**src/rtl/serv_decode_queue.sv**
```systemverilog
// Multi-entry predecoding instruction queue between the ibus return path and SERV control.
// Fetched words are decoded on enqueue; the oldest entry's bundle is presented from storage.
module serv_decode_queue #(
    parameter int DEPTH = 4,
    parameter int MDU   = 0,
    parameter int AW    = 2
) (
    input  logic          clk,
    input  logic          i_rst,
    input  logic [31:0]   i_wb_rdt,
    input  logic          i_wb_valid,
    output logic          o_wb_ready,
    input  logic          i_flush,
    input  logic          i_ack,
    output logic          o_valid,
    output logic [AW:0]   o_count,
    output logic [4:0]    o_opcode,
    output logic [2:0]    o_funct3,
    output logic [4:0]    o_rd_addr,
    output logic [4:0]    o_rs1_addr,
    output logic [4:0]    o_rs2_addr,
    output logic          o_imm30,
    output logic          o_rd_op,
    output logic          o_mdu_op,
    output logic          o_illegal
);

    typedef struct packed {
        logic [4:0] opcode;
        logic [2:0] funct3;
        logic [4:0] rd;
        logic [4:0] rs1;
        logic [4:0] rs2;
        logic       imm30;
        logic       rd_op;
        logic       mdu_op;
        logic       illegal;
    } entry_t;

    localparam logic [AW:0] FULL = (AW+1)'(DEPTH);
    localparam logic [AW:0] ONE  = (AW+1)'(1);

    entry_t          mem [DEPTH];
    entry_t          dec;
    entry_t          head;
    logic [AW-1:0]   wptr, rptr;
    logic [AW:0]     count;
    logic            push, pop;
    logic [4:0]      opc;
    logic            opc_ok, writes_rd, is_mext;
    logic            unused_bits;

    assign unused_bits = ^{i_wb_rdt[31], i_wb_rdt[29:26]};

    // Predecode of the incoming word
    assign opc     = i_wb_rdt[6:2];
    assign is_mext = (opc == 5'b01100) & i_wb_rdt[25];

    always_comb begin
        opc_ok = 1'b0;
        case (opc)
            5'b00000, 5'b00011, 5'b00100, 5'b00101, 5'b01000, 5'b01100,
            5'b01101, 5'b11000, 5'b11001, 5'b11011, 5'b11100: opc_ok = 1'b1;
            default: opc_ok = 1'b0;
        endcase
    end

    always_comb begin
        writes_rd = 1'b0;
        case (opc)
            5'b00100, 5'b00101, 5'b01100, 5'b01101,
            5'b11100, 5'b11001, 5'b11011, 5'b00000: writes_rd = 1'b1;
            default: writes_rd = 1'b0;
        endcase
    end

    always_comb begin
        dec         = '0;
        dec.opcode  = opc;
        dec.funct3  = i_wb_rdt[14:12];
        dec.rd      = i_wb_rdt[11:7];
        dec.rs1     = i_wb_rdt[19:15];
        dec.rs2     = i_wb_rdt[24:20];
        dec.imm30   = i_wb_rdt[30];
        dec.illegal = (i_wb_rdt[1:0] != 2'b11) | ~opc_ok | ((MDU == 0) & is_mext);
        dec.mdu_op  = (MDU != 0) & is_mext;
        dec.rd_op   = writes_rd & ~dec.illegal;
    end

    // Ready depends only on registered count, never on i_ack
    assign o_wb_ready = (count != FULL);
    assign o_valid    = (count != '0);
    assign o_count    = count;
    assign push       = i_wb_valid & o_wb_ready;
    assign pop        = i_ack & o_valid;

    always_ff @(posedge clk) begin
        if (push && !i_flush)
            mem[wptr] <= dec;
    end

    always_ff @(posedge clk or posedge i_rst) begin
        if (i_rst) begin
            wptr  <= '0;
            rptr  <= '0;
            count <= '0;
        end else if (i_flush) begin
            wptr  <= '0;
            rptr  <= '0;
            count <= '0;
        end else begin
            if (push) wptr <= wptr + 1'b1;
            if (pop)  rptr <= rptr + 1'b1;
            if (push && !pop)      count <= count + ONE;
            else if (pop && !push) count <= count - ONE;
        end
    end

    // Bundle outputs read from storage and zeroed while empty
    assign head       = mem[rptr];
    assign o_opcode   = o_valid ? head.opcode  : '0;
    assign o_funct3   = o_valid ? head.funct3  : '0;
    assign o_rd_addr  = o_valid ? head.rd      : '0;
    assign o_rs1_addr = o_valid ? head.rs1     : '0;
    assign o_rs2_addr = o_valid ? head.rs2     : '0;
    assign o_imm30    = o_valid & head.imm30;
    assign o_rd_op    = o_valid & head.rd_op;
    assign o_mdu_op   = o_valid & head.mdu_op;
    assign o_illegal  = o_valid & head.illegal;

endmodule

```
**config.mk**
```make
export PLATFORM = sky130hd
export DESIGN_NAME = serv_decode_queue
export DESIGN_NICKNAME = d
export VERILOG_FILES = /design/src/rtl/serv_decode_queue.sv
export SDC_FILE = /design/constraint.sdc
export NUM_CORES = 1
export LEC_CHECK = 0
export CORE_MARGIN = 2
export CORE_UTILIZATION = 54
export CTS_CLUSTER_DIAMETER = 150
export DETAILED_ROUTE_END_ITERATION = 7
export GPL_ROUTABILITY_DRIVEN = 0
export PLACE_DENSITY = 0.8
export SLEW_MARGIN = 20
export SYNTH_ARGS = -nofsm -noshare
export SYNTH_HDL_FRONTEND = slang
export SYNTH_SLANG_ARGS = --single-unit
```
**constraint.sdc**
```tcl
create_clock -name clk -period 2.9 [get_ports clk]
set_input_delay 0.435 -clock clk [delete_from_list [all_inputs] [get_ports clk]]
set_output_delay 0.435 -clock clk [all_outputs]
set_load 0.02 [all_outputs]
```
==> impl_metrics.toml <==
[clocking]
tritoncts = "done"
number_of_buffers_between_clock_root_and_the_deepest_sink = 2
cts_setup_buffers = 0
path_clk_slew_ns = 0.10
root_buf_cell = "clkbuf_8"
cts_htree_levels = 3
ctsHoldBuffers = 0
clock_sink_count = 111
cts_made_buffers = 9
clock_latency_ns = 0.35
cts-resized-gates = 0

[routing]
dr_total_vias = 2445
drt-vias-per-instance = 5.62
drt_first_iter_violations = 160
drtPass1Iterations = 4
wl_met3_um = 348
wl_met1_um = 3260
top_layer_used = "met4"
drc_errors = 0
final_antenna_net_count = 0
met2RoutedLength_um = 4170
wirelength_um = 7890
drt-wirelength-per-cell_um = 18.1

[worst_setup_path]
critical_path_arrival_ns = 2.32
rr_endpoint = "o_count[1]$_DFFE_PP0P_"
reg2reg_depth = 7
crit_required_ns = 2.47
reg2reg_from = "o_count[2]$_DFFE_PP0P_"
cp-end-kind = "primary output"
critical_path.endpoint = "o_rs1_addr[1]"
worst_setup_path_start_kind = "flop"
worstPathMaxFanout = 8
timing_worst_setup_path_type = "flop to primary output"
timing.critical_path.from = "rptr[0]$_DFFE_PP0P_"
r2r_slack_ns = 0.49

[yosys]
sequential_share_of_the_synthesized_area_pct = 70.9
synth_compound_area_share_pct = 2.77
synth_fa_ha_area_share_pct = 1.78
synthesis.instances = 247
syn-cell-area_um2 = 4650
main_combinational_cell_family_by_area_after_synthesis = "multiplexers"
ys_seq_elements = 111
yosys.area_share.xor_xnor_pct = 0.753
synth-warning-count = 0
synth.area.mux_share_pct = 13.7
synth.avg_cell_area_um2 = 18.8
synth_simple_gate_area_share_pct = 7.18
synth.distinct_cells = 42
synth_fp_nets = 290

[pwr]
power-per-cell-area_nw_per_um2 = 764
finalPower_uw = 4320
power.static_leakage_uw = 0.00188
max-vdd-ir-drop_uv = 404

[placed_design]
port-buffer-count = 62
detailed_place.area_um2 = 5440
detailedPlacementHpwl_um = 5200

[sta]
setup_violations = 0
max_clock_freq_ghz = 0.363
final-hold-violation-count = 0
final.min_clock_period_ns = 2.75
slew_viol_final = 0
grt_setup_unrepaired = "false"
timing.final.crit_share_pct = 94.9
setup_tns_ns = 0
skew_ns = 0.00711

[floorplan]
placeableCoreArea_um2 = 8300
rows = 33
die_height_um = 96.8
initial_utilization_pct = 56.0
design.portCount = 69
design.die.area_um2 = 9370
die_x_extent_um = 96.8

[finish]
final_common_cell = "edfxtp_1"
layout.cells.most_common_list = "104 x edfxtp_1, 62 x clkdlybuf4s50_1, 30 x and2_1"
n_fill_cell = 562
post-route-cell-area_um2 = 5660
synthToLayoutAreaGrowth_pct = 21.6
antenna_cells_inserted = 0
nets = 368
drive_above_1_share_pct = 16.4

[hold_path]
class_of_the_tightest_hold_or_removal_check = "input pin to asynchronous set/reset pin"

[grt]
grt_pass1_wl_um = 12500
grt_start_max_net_pins = 30
vias_in_the_first_global_route = 2421
number_of_antenna_violations_at_the_first_check_in_global_routing = 0
overflow = 0
grt.total_usage_pct = 17.2

[outcome]
status = "finished clean"

[flow_run]
maxCapViolations = 0
-- metrics by stage --
step / std cells / utilization (%) / hold WS (ns) / worst slack, ns
global route: 435 / 68.1 / 0.335 / 0.0450
CTS: 431 / 67.8 / 0.307 / 0.000604
floorplan: 247 / - / 0.238 / 0.600
global placement: 415 / 65.5 / 0.566 / 0.420
finish: 435 / 68.1 / 0.311 / 0.148
detailed placement: 415 / 65.5 / 0.584 / 0.388
-- critical path: stages, from the launching register on --
cell             delay [ns]
dfrtp_2                0.49
buf_4                  0.25
mux4_2                 0.53
and2_1                 0.17
clkdlybuf4s50_1        0.53
-- report_power, final --
| group | internal, uW | switching [uW] | total (uW) |
|---|---|---|---|
| registers | 1850 | 68.2 | 1920 |
| clock network | 396 | 472 | 868 |
| logic | 794 | 734 | 1530 |
-- flip-flops by register name, summed over array words and instances (netlist names) --
name     cells
wptr         2
mem        104
o_count      3
rptr         2
-- cell usage after synthesis (all sizes together) --
library cell	n	area, um2
nand2b	1	6.26
a221oi	1	8.76
fa	1	20.0
a21boi	1	7.51
nor3	2	10.0
and2	30	188
a311oi	2	17.5
or3	1	6.26
a31oi	3	18.8
dfrtp	7	175
ha	5	62.6
a2111o	1	11.3
xnor2	1	8.76
clkbuf	3	11.3
mux4	26	616
nor2	7	26.3
and4b	1	10.0
or3b	1	11.3
o21ai	5	25.0
nor2b	1	6.26
nor3b	2	15.0
mux2	1	11.3
inv	7	26.3
buf	11	93.8
nor4	1	6.26
nand2	6	25.0
o22ai	1	6.26
mux2i	1	10.0
edfxtp	104	3120
a21oi	2	10.0
o31ai	1	7.51
nor4b	1	8.76
o21a	1	7.51
nand3	3	15.0
xor2	3	26.3
o32ai	1	8.76
conb	1	3.75
-- cells by family after synthesis --
logic type      after synthesis
flops                       111
simple gates                 57
mux                          28
buf+inv                      21
compound gates               19
fa+ha+maj                     6
xor+xnor                      4
other cells                   1
-- routing by layer --
layer  GRT usage (%)  vias to the layer above
met5               0                        -
met3            3.97                       10
li1                -                     1126
met2            29.5                       70
met4            4.77                        0
met1            22.2                     1239
-- area by class of cell --
class                      count  area, um2  share of cell area [%]
clock buffer                  10        128                    2.26
clock inverter                 6       61.3                    1.08
inverter                       7       26.3                   0.465
multi-input combinational    115       1220                    21.6
sequential                   111       3300                    58.3
tap                          105        131                    2.32
timing repair buffer          81        788                    13.9
-- worst min-delay path by stage --
stage	from	endpoint	slack, ns
floorplan	i_rst	o_count[0]$_DFFE_PP0P_	0.24
global placement	wptr[1]$_DFFE_PP0P_	wptr[1]$_DFFE_PP0P_	0.57
detailed placement	wptr[1]$_DFFE_PP0P_	wptr[1]$_DFFE_PP0P_	0.58
CTS	i_rst	wptr[1]$_DFFE_PP0P_	0.31
global route	i_rst	o_count[1]$_DFFE_PP0P_	0.33
finish	i_rst	o_count[1]$_DFFE_PP0P_	0.31
Note: power is estimated with default switching activity, not from simulation.
